File: src/rtl/nios2_pkg.sv
// Shared definitions for the nios_2 core front end: default widths,
// fetch sequencer state encoding and the bubble instruction.
package nios2_pkg;

  localparam int unsigned DEF_PC_W   = 8;
  localparam int unsigned DEF_INST_W = 32;

  // add r0, r0, r0
  localparam logic [31:0] NOP_INST = 32'h0001_883a;

  typedef enum logic [1:0] {
    ST_IDLE  = 2'd0,
    ST_REQ   = 2'd1,
    ST_DRAIN = 2'd2
  } fetch_state_e;

endpackage

File: src/rtl/nios2_fetch_fifo.sv
// Two-entry prefetch queue of {pc, inst}; entry 0 is always the head,
// so the head is presented straight from a register. Flush beats push/pop.
module nios2_fetch_fifo #(
  parameter int unsigned DW = 40
) (
  input  logic          clk,
  input  logic          rst,
  input  logic          push,
  input  logic          pop,
  input  logic          flush,
  input  logic [DW-1:0] din,
  output logic [DW-1:0] dout,
  output logic          full,
  output logic          empty,
  output logic [1:0]    count
);

  logic [DW-1:0] r_ent0;
  logic [DW-1:0] r_ent1;
  logic [1:0]    r_count;
  logic          w_pop;
  logic          w_push;

  assign w_pop  = pop & (r_count != 2'd0);
  assign w_push = push & ((r_count != 2'd2) | w_pop);

  always_ff @(posedge clk or negedge rst) begin
    if (!rst) begin
      r_ent0  <= '0;
      r_ent1  <= '0;
      r_count <= 2'd0;
    end else if (flush) begin
      r_count <= 2'd0;
    end else begin
      case ({w_push, w_pop})
        2'b10: begin
          if (r_count == 2'd0) r_ent0 <= din;
          else                 r_ent1 <= din;
          r_count <= r_count + 2'd1;
        end
        2'b01: begin
          r_ent0  <= r_ent1;
          r_count <= r_count - 2'd1;
        end
        2'b11: begin
          // Count stays the same; the new word lands behind whatever remains.
          if (r_count == 2'd1) begin
            r_ent0 <= din;
          end else begin
            r_ent0 <= r_ent1;
            r_ent1 <= din;
          end
        end
        default: ;
      endcase
    end
  end

  assign dout  = r_ent0;
  assign full  = (r_count == 2'd2);
  assign empty = (r_count == 2'd0);
  assign count = r_count;

endmodule

File: src/rtl/nios2_fetch_ctrl.sv
// Instruction-fetch sequencer: owns the fetch PC, issues one request at a
// time to instruction memory and feeds decode through a 2-entry queue.
module nios2_fetch_ctrl
  import nios2_pkg::*;
#(
  parameter int unsigned PC_W     = DEF_PC_W,
  parameter int unsigned INST_W   = DEF_INST_W,
  parameter int unsigned RESET_PC = 0
) (
  input  logic              clk,
  input  logic              rst,
  input  logic              enable,
  output logic              imem_req,
  output logic [PC_W-1:0]   imem_addr,
  input  logic              imem_ack,
  input  logic [INST_W-1:0] imem_data,
  output logic              inst_valid,
  output logic [INST_W-1:0] inst_o,
  output logic [PC_W-1:0]   inst_pc,
  input  logic              inst_ready,
  input  logic              redirect,
  input  logic [PC_W-1:0]   redirect_pc,
  output logic [PC_W-1:0]   prog_count_o
);

  localparam int unsigned DW = PC_W + INST_W;

  fetch_state_e    r_state;
  logic [PC_W-1:0] r_fetch_pc;
  logic            r_req;
  logic [PC_W-1:0] r_addr;

  logic            w_push;
  logic            w_pop;
  logic            w_full;
  logic            w_empty;
  logic [1:0]      w_count;
  logic [1:0]      w_cnt_after;
  logic [DW-1:0]   w_dout;

  // Only words from a live (non-draining) request that is not being redirected are kept.
  assign w_push      = (r_state == ST_REQ) & imem_ack & ~redirect;
  assign w_pop       = inst_valid & inst_ready;
  assign w_cnt_after = w_count + 2'(w_push) - 2'(w_pop);

  nios2_fetch_fifo #(.DW(DW)) u_fifo (
    .clk   (clk),
    .rst   (rst),
    .push  (w_push),
    .pop   (w_pop),
    .flush (redirect),
    .din   ({imem_addr, imem_data}),
    .dout  (w_dout),
    .full  (w_full),
    .empty (w_empty),
    .count (w_count)
  );

  always_ff @(posedge clk or negedge rst) begin
    if (!rst) begin
      r_state    <= ST_IDLE;
      r_fetch_pc <= PC_W'(RESET_PC);
      r_req      <= 1'b0;
      r_addr     <= PC_W'(RESET_PC);
    end else begin
      case (r_state)
        ST_IDLE: begin
          if (redirect) begin
            r_fetch_pc <= redirect_pc;
          end else if (enable && !w_full) begin
            r_state    <= ST_REQ;
            r_req      <= 1'b1;
            r_addr     <= r_fetch_pc;
            r_fetch_pc <= r_fetch_pc + PC_W'(1);
          end
        end
        ST_REQ: begin
          if (redirect) begin
            r_fetch_pc <= redirect_pc;
            if (imem_ack) begin
              r_state <= ST_IDLE;
              r_req   <= 1'b0;
            end else begin
              r_state <= ST_DRAIN;
            end
          end else if (imem_ack) begin
            if (enable && (w_cnt_after < 2'd2)) begin
              r_addr     <= r_fetch_pc;
              r_fetch_pc <= r_fetch_pc + PC_W'(1);
            end else begin
              r_state <= ST_IDLE;
              r_req   <= 1'b0;
            end
          end
        end
        ST_DRAIN: begin
          // Old request must still complete; its data is thrown away.
          if (redirect) r_fetch_pc <= redirect_pc;
          if (imem_ack) begin
            r_state <= ST_IDLE;
            r_req   <= 1'b0;
          end
        end
        default: begin
          r_state <= ST_IDLE;
          r_req   <= 1'b0;
        end
      endcase
    end
  end

  assign imem_req     = r_req;
  assign imem_addr    = r_addr;
  assign prog_count_o = r_fetch_pc;
  assign inst_valid   = ~w_empty;
  assign inst_pc      = w_dout[DW-1 -: PC_W];
  assign inst_o       = w_dout[INST_W-1:0];

endmodule
File: config.mk
export PLATFORM = sky130hd
export DESIGN_NAME = nios2_fetch_ctrl
export DESIGN_NICKNAME = d
export VERILOG_FILES = /design/src/rtl/nios2_pkg.sv /design/src/rtl/nios2_fetch_fifo.sv /design/src/rtl/nios2_fetch_ctrl.sv
export SDC_FILE = /design/constraint.sdc
export NUM_CORES = 1
export LEC_CHECK = 0
export CAP_MARGIN = 20
export CORE_UTILIZATION = 45
export CTS_BUF_LIST = sky130_fd_sc_hd__clkbuf_4 sky130_fd_sc_hd__clkbuf_8 sky130_fd_sc_hd__clkbuf_16
export CTS_CLUSTER_DIAMETER = 150
export CTS_CLUSTER_SIZE = 28
export DETAILED_ROUTE_END_ITERATION = 8
export PLACE_DENSITY_LB_ADDON = 0.25
export RECOVER_POWER = 25
export SETUP_SLACK_MARGIN = 0.5
export SYNTH_ARGS = -nofsm -noshare
export SYNTH_HDL_FRONTEND = slang
export SYNTH_HIERARCHICAL = 1
export SYNTH_SLANG_ARGS = --single-unit
File: constraint.sdc
create_clock -name clk -period 3.9 [get_ports clk]
set_input_delay 0.585 -clock clk [delete_from_list [all_inputs] [get_ports clk]]
set_output_delay 0.585 -clock clk [all_outputs]
set_load 0.01 [all_outputs]
# == Yosys cells after proc, flatten, opt, wreduce, memory -nomap -nowiden ==
# Index checks and enable logic that the tools add are counted.
# totals
elab_cells,96
reg_bits,101
output_inout_bits,58
# classes
order_cmp,1
n_addsub,5
n_eq_ne,22
muxes,36
bitwise_logic,8
reduce_logical,17
# op_table
cell,n
$mux W40,4
$pmux W40 S3,1
$mux W8,11
$pmux W40 S2,1
$pmux W8 S3,1
$ne A2 B2 Y1 const B,10
$mux W2,8
$pmux W8 S2,1
$reduce_and A5 Y1,2
$ne A3 B3 Y1 const B,3
$reduce_bool A3 Y1,3
$add A8 B1 Y8 const B,1
$eq A2 B2 Y1 const B,4
$reduce_and A4 Y1,2
$eq A2 B1 Y1 const B,3
$mux W1,6
$pmux W2 S3,1
$reduce_and A6 Y1,1
$reduce_bool A2 Y1,3
$and A1 B1 Y1,5
$logic_not A2 Y1,2
$pmux W2 S2,1
$ne A3 B2 Y1 const B,1
$pmux W1 S3,1
other kinds (11),13

# == Longest topological paths before layout ==
# logic_depth
word_depth,11
mapped_depth,9

# == By module ==
# Netlist, hierarchy kept.
# by_module_without_submodules
module,n_inst,cells_each,area_per_inst_um2
nios2_fetch_fifo,1,281,3507.1
nios2_fetch_ctrl,1,104,1088.5

# == Worst setup path after synthesis ==
# No wires, ideal clock.
# synth_timing
path_type,register to register
from,register u_fifo.r_count[1] (netlist: u_fifo/count[1])
to,register r_fetch_pc[2] (netlist: prog_count_o[2])
synth_period_minus_slack_ns,2.369
path_stages_with_launch,10
t_arrival_ns,2.239
setup_ns,0.130
slack_ns,1.531
required_ns,3.770
path_cell_list,dfrtp_1 -> inv_1 -> ha_1 -> nor2b_1 -> ha_1 -> xnor3_2 -> o211ai_4 -> and2_1 -> buf_6 -> a22oi_1
# synth_via
elab_chain_cells,8
word_cells_on_any_way,13
classes_between,add/sub: 2; order compare: 1; eq/ne: 3; bitwise: 2; reduce/logical: 5
# synth_rtl
element,line,rtl
"start, declared",nios2_fetch_fifo.sv:20,logic [1:0] r_count;
"start signal, assigned",nios2_fetch_fifo.sv:39,r_count <= r_count + 2'd1;
"start signal, assigned",nios2_fetch_fifo.sv:43,r_count <= r_count - 2'd1;
$logic_not A2 Y1,nios2_fetch_fifo.sv:61,assign empty = (r_count == 2'd0);
via w_empty,nios2_fetch_ctrl.sv:36,logic w_empty;
$not A1 Y1,nios2_fetch_ctrl.sv:115,assign inst_valid = ~w_empty;
$and A1 B1 Y1,nios2_fetch_ctrl.sv:43,assign w_pop = inst_valid & inst_ready;
via w_pop,nios2_fetch_ctrl.sv:34,logic w_pop;
$sub A2 B1 Y2,nios2_fetch_ctrl.sv:44,assign w_cnt_after = w_count + 2'(w_push) - 2'(w_pop);
$lt A2 B2 Y1,nios2_fetch_ctrl.sv:87,if (enable && (w_cnt_after < 2'd2)) begin
$logic_and A1 B1 Y1,nios2_fetch_ctrl.sv:87,
$ne A3 B2 Y1 (no source line),--,
$reduce_and A5 Y1 (no source line),--,
"end signal, assigned",nios2_fetch_ctrl.sv:79,r_fetch_pc <= redirect_pc;
"end signal, assigned",nios2_fetch_ctrl.sv:89,r_fetch_pc <= r_fetch_pc + PC_W'(1);
"end signal, assigned",nios2_fetch_ctrl.sv:98,if (redirect) r_fetch_pc <= redirect_pc;
"end, declared",nios2_fetch_ctrl.sv:29,logic [PC_W-1:0] r_fetch_pc;
# The timed path passes the listed nets, and every way through them passes these cells.
# A chain may end at the register's enable or synchronous reset.

# == Worst setup path in the final report ==
# layout_timing
from,register u_fifo.r_count[1] (netlist: u_fifo/count[1])
to,register r_fetch_pc[0] (netlist: prog_count_o[0])
# Same word-level chain as after synthesis.

==> run metrics <==
clock buffer count from CTS 9; DRC Markers 0; total number of vias 3270; Max Slew Vio Count 77; IO Port Bufs 103; run status complete, but fails checks; layout net count 536; grt ovf 0; largest net degree at the start of global routing 88; total wire length 9420 um; initial antenna violation count 0; FP Rows 36; Post-synth top flop dfrtp_1; CP Class reg -> reg; Leak Pwr 2.88 nW; Adder-Cell Fraction of Synth Area 0.0136; Die Span X 103 um; main combinational cell family by area after synthesis multiplexers; clock skew 0.0141 ns; Final Setup Violations 0; CP Max Fanout 9; placer congestion estimate 0.815; total power 3.52 mW; Total Die Area 10600 um2; layout cells sized above 1 0.171; via-per-instance ratio 5.25; TritonCTS Sinks 101; antenna viol nets, final 0; gr usage total 0.184; Fin Hold WS 0.204 ns; simple-gate share of the synthesized area 0.0784; hold crit path type in -> async; Synth Warn # 6; vias in the first global route 3124; Area growth syn-to-layout 29.5%; commonest non-fill, non-tap cell in the layout clkdlybuf4s50_1; xor and xnor area share after synthesis 0.00517; number of synthesized flops with an enable pin 0; Clock Latency Late Sink 0.36 ns; final setup TNS 0 ns; failing checks capacitance limit, slew limit; Synth Area in Compound Gates 0.106; post-synthesis sequential area ratio 0.550; syn_nets 436; relative slew slack -0.207; Mapped Avg Cell Area 11.9 um2; # resized after CTS 0; actual slew at the worst max-slew pin 1.81 ns; Fmax 0.367 GHz; critical-path cell list inv_1, ha_1, nor2b_1, ha_1, xnor3_2, o211ai_4, and2_1, a22o_1; chip height 103 um; PD cells 591 nW/um2; clk root buf clkbuf_8; Final period util 0.699; first-pass GRT wire length 15100 um; clk slew on worst S/H paths 0.10 ns; CP Data Arrival Time 3.01 ns; diode count 0; setup repair bufs after CTS 0; Critical Path Max Stage Delay 0.46 ns; DP HPWL 6500 um; CORE AREA 9820 um2; fillers 842; CTS tree yes; synthesized area 4600 um2; Startpoint Class flip-flop; mux share of post-synthesis cell area 0.216; MaxCap Viol Count 1; most frequent cells in the layout clkdlybuf4s50_1, dfrtp_1, a21oi_1; ys async rst share 1.00; CTS Hold Bufs 0; most used cell, CP ha_1; WP data required 4.19 ns; Max IR drop VDD 0.298 mV; CTS Buffer Depth 2; Slowest-stage cell, CP xnor3_2; initial core utilization 0.468; htree depth 3; Crit. End Element flip-flop; DR iter-0 viols 95; Final Hold Fails 0; router iterations before antenna repair 4; RSZ-0062 raised after global routing false; Wirelength per Cell 15.1 um; Yosys reg bits 101; Netlist cell types 41; Top-Level Pins 104; Syn Inst Count 385; shortest period the worst path allows 2.72 ns
-- flip-flops by register name (all words and copies together) (netlist names) --
name,flops
imem_req,1
r_state,2
u_fifo/dout,40
u_fifo/count,2
prog_count_o,8
imem_addr,8
u_fifo/r_ent1,40
-- final cells by class --
| class | count | area (um2) | area share |
|---|---|---|---|
| clock buffers | 10 | 131 | 0.0221 |
| clock inverters | 6 | 70.1 | 0.0118 |
| inverters | 7 | 26.3 | 0.00442 |
| multi-input cells | 256 | 1940 | 0.326 |
| flip-flops and latches | 101 | 2530 | 0.425 |
| well taps | 133 | 166 | 0.0280 |
| repair buffers | 110 | 1090 | 0.183 |
-- critical path, delay by kind of cell, from the launching register on --
family	cells	cell delay [ns]
buf+inv	1	0.09
simple gates	2	0.71
fa+ha+maj	2	0.46
compound gates	2	0.49
xor+xnor	1	0.46
flops	1	0.45
-- logic make-up (layout without fill, tap and decap cells) --
group / Yosys count / in the layout
AO/OA/AOI/OAI: 80 / 80
XOR/XNOR: 1 / 1
adder cells (fa/ha/maj): 5 / 5
buffers and inverters: 28 / 133
flip-flops: 101 / 101
multiplexers: 93 / 93
AND/OR/NAND/NOR: 77 / 77
-- cells in the mapped netlist (2+ instances only) --
master	instances	area, um2
dfrtp_1	101	2530
nand2_1	2	7.51
nand4_1	2	12.5
buf_4	4	30.0
o32ai_1	2	17.5
clkbuf_1	6	22.5
o21ai_0	2	10.0
a21oi_1	51	255
a211oi_1	3	22.5
inv_1	6	22.5
a31oi_1	5	31.3
and2_1	2	12.5
nand3b_1	2	15.0
o22ai_1	2	12.5
and3_1	2	12.5
nand3_1	9	45.0
buf_2	10	50.1
nand2b_1	3	18.8
nor2_1	48	180
mux2_2	49	552
ha_1	5	62.6
a21bo_2	2	20.0
nor2b_1	3	18.8
mux2i_1	44	440
o211ai_1	4	30.0
-- report_power, final --
part           internal (mW)  switching [mW]
combinational          0.746           0.501
clock                  0.310           0.362
sequential              1.37           0.232
total                   2.43            1.09
-- per-stage QoR --
step / instances / cell area (um2) / utilization / setup WS [ns]
after floorplan: 385 / 4600 / - / 1.53
after global placement: 606 / 5750 / 0.585 / 0.943
after detailed placement: 606 / 5750 / 0.585 / 0.914
after CTS: 622 / 5950 / 0.606 / 1.18
after global routing: 623 / 5950 / 0.606 / 0.943
final: 623 / 5950 / 0.606 / 1.18
-- per-layer routing --
metal / track usage / share of wire / vias up
met2: 0.293 / 0.48 / 100
met4: 0.0488 / 0.0058 / 0
met3: 0.0441 / 0.056 / 4
li1: - / - / 1571
met1: 0.254 / 0.46 / 1595
met5: 0 / 0 / -
-- path summary, 6_finish.rpt --
kind                                               start                             to  slack [ns]  cells after the start
hold reg to reg            u_fifo/r_ent1[21]$_DFFE_PN0P_  u_fifo/r_ent1[21]$_DFFE_PN0P_        0.51                      1
setup / recovery             u_fifo/count[1]$_DFFE_PN0P_    prog_count_o[0]$_DFFE_PN0P_        1.18                      8
min in group clk           u_fifo/r_ent1[21]$_DFFE_PN0P_  u_fifo/r_ent1[21]$_DFFE_PN0P_        0.51                      1
setup reg to reg             u_fifo/count[1]$_DFFE_PN0P_    prog_count_o[0]$_DFFE_PN0P_        1.18                      8
hold / removal                                       rst     u_fifo/dout[9]$_DFFE_PN0P_        0.20                      1
max in group asynchronous                            rst       imem_addr[1]$_DFFE_PN0P_        1.51                      2
(Power assumes the default switching activity.)
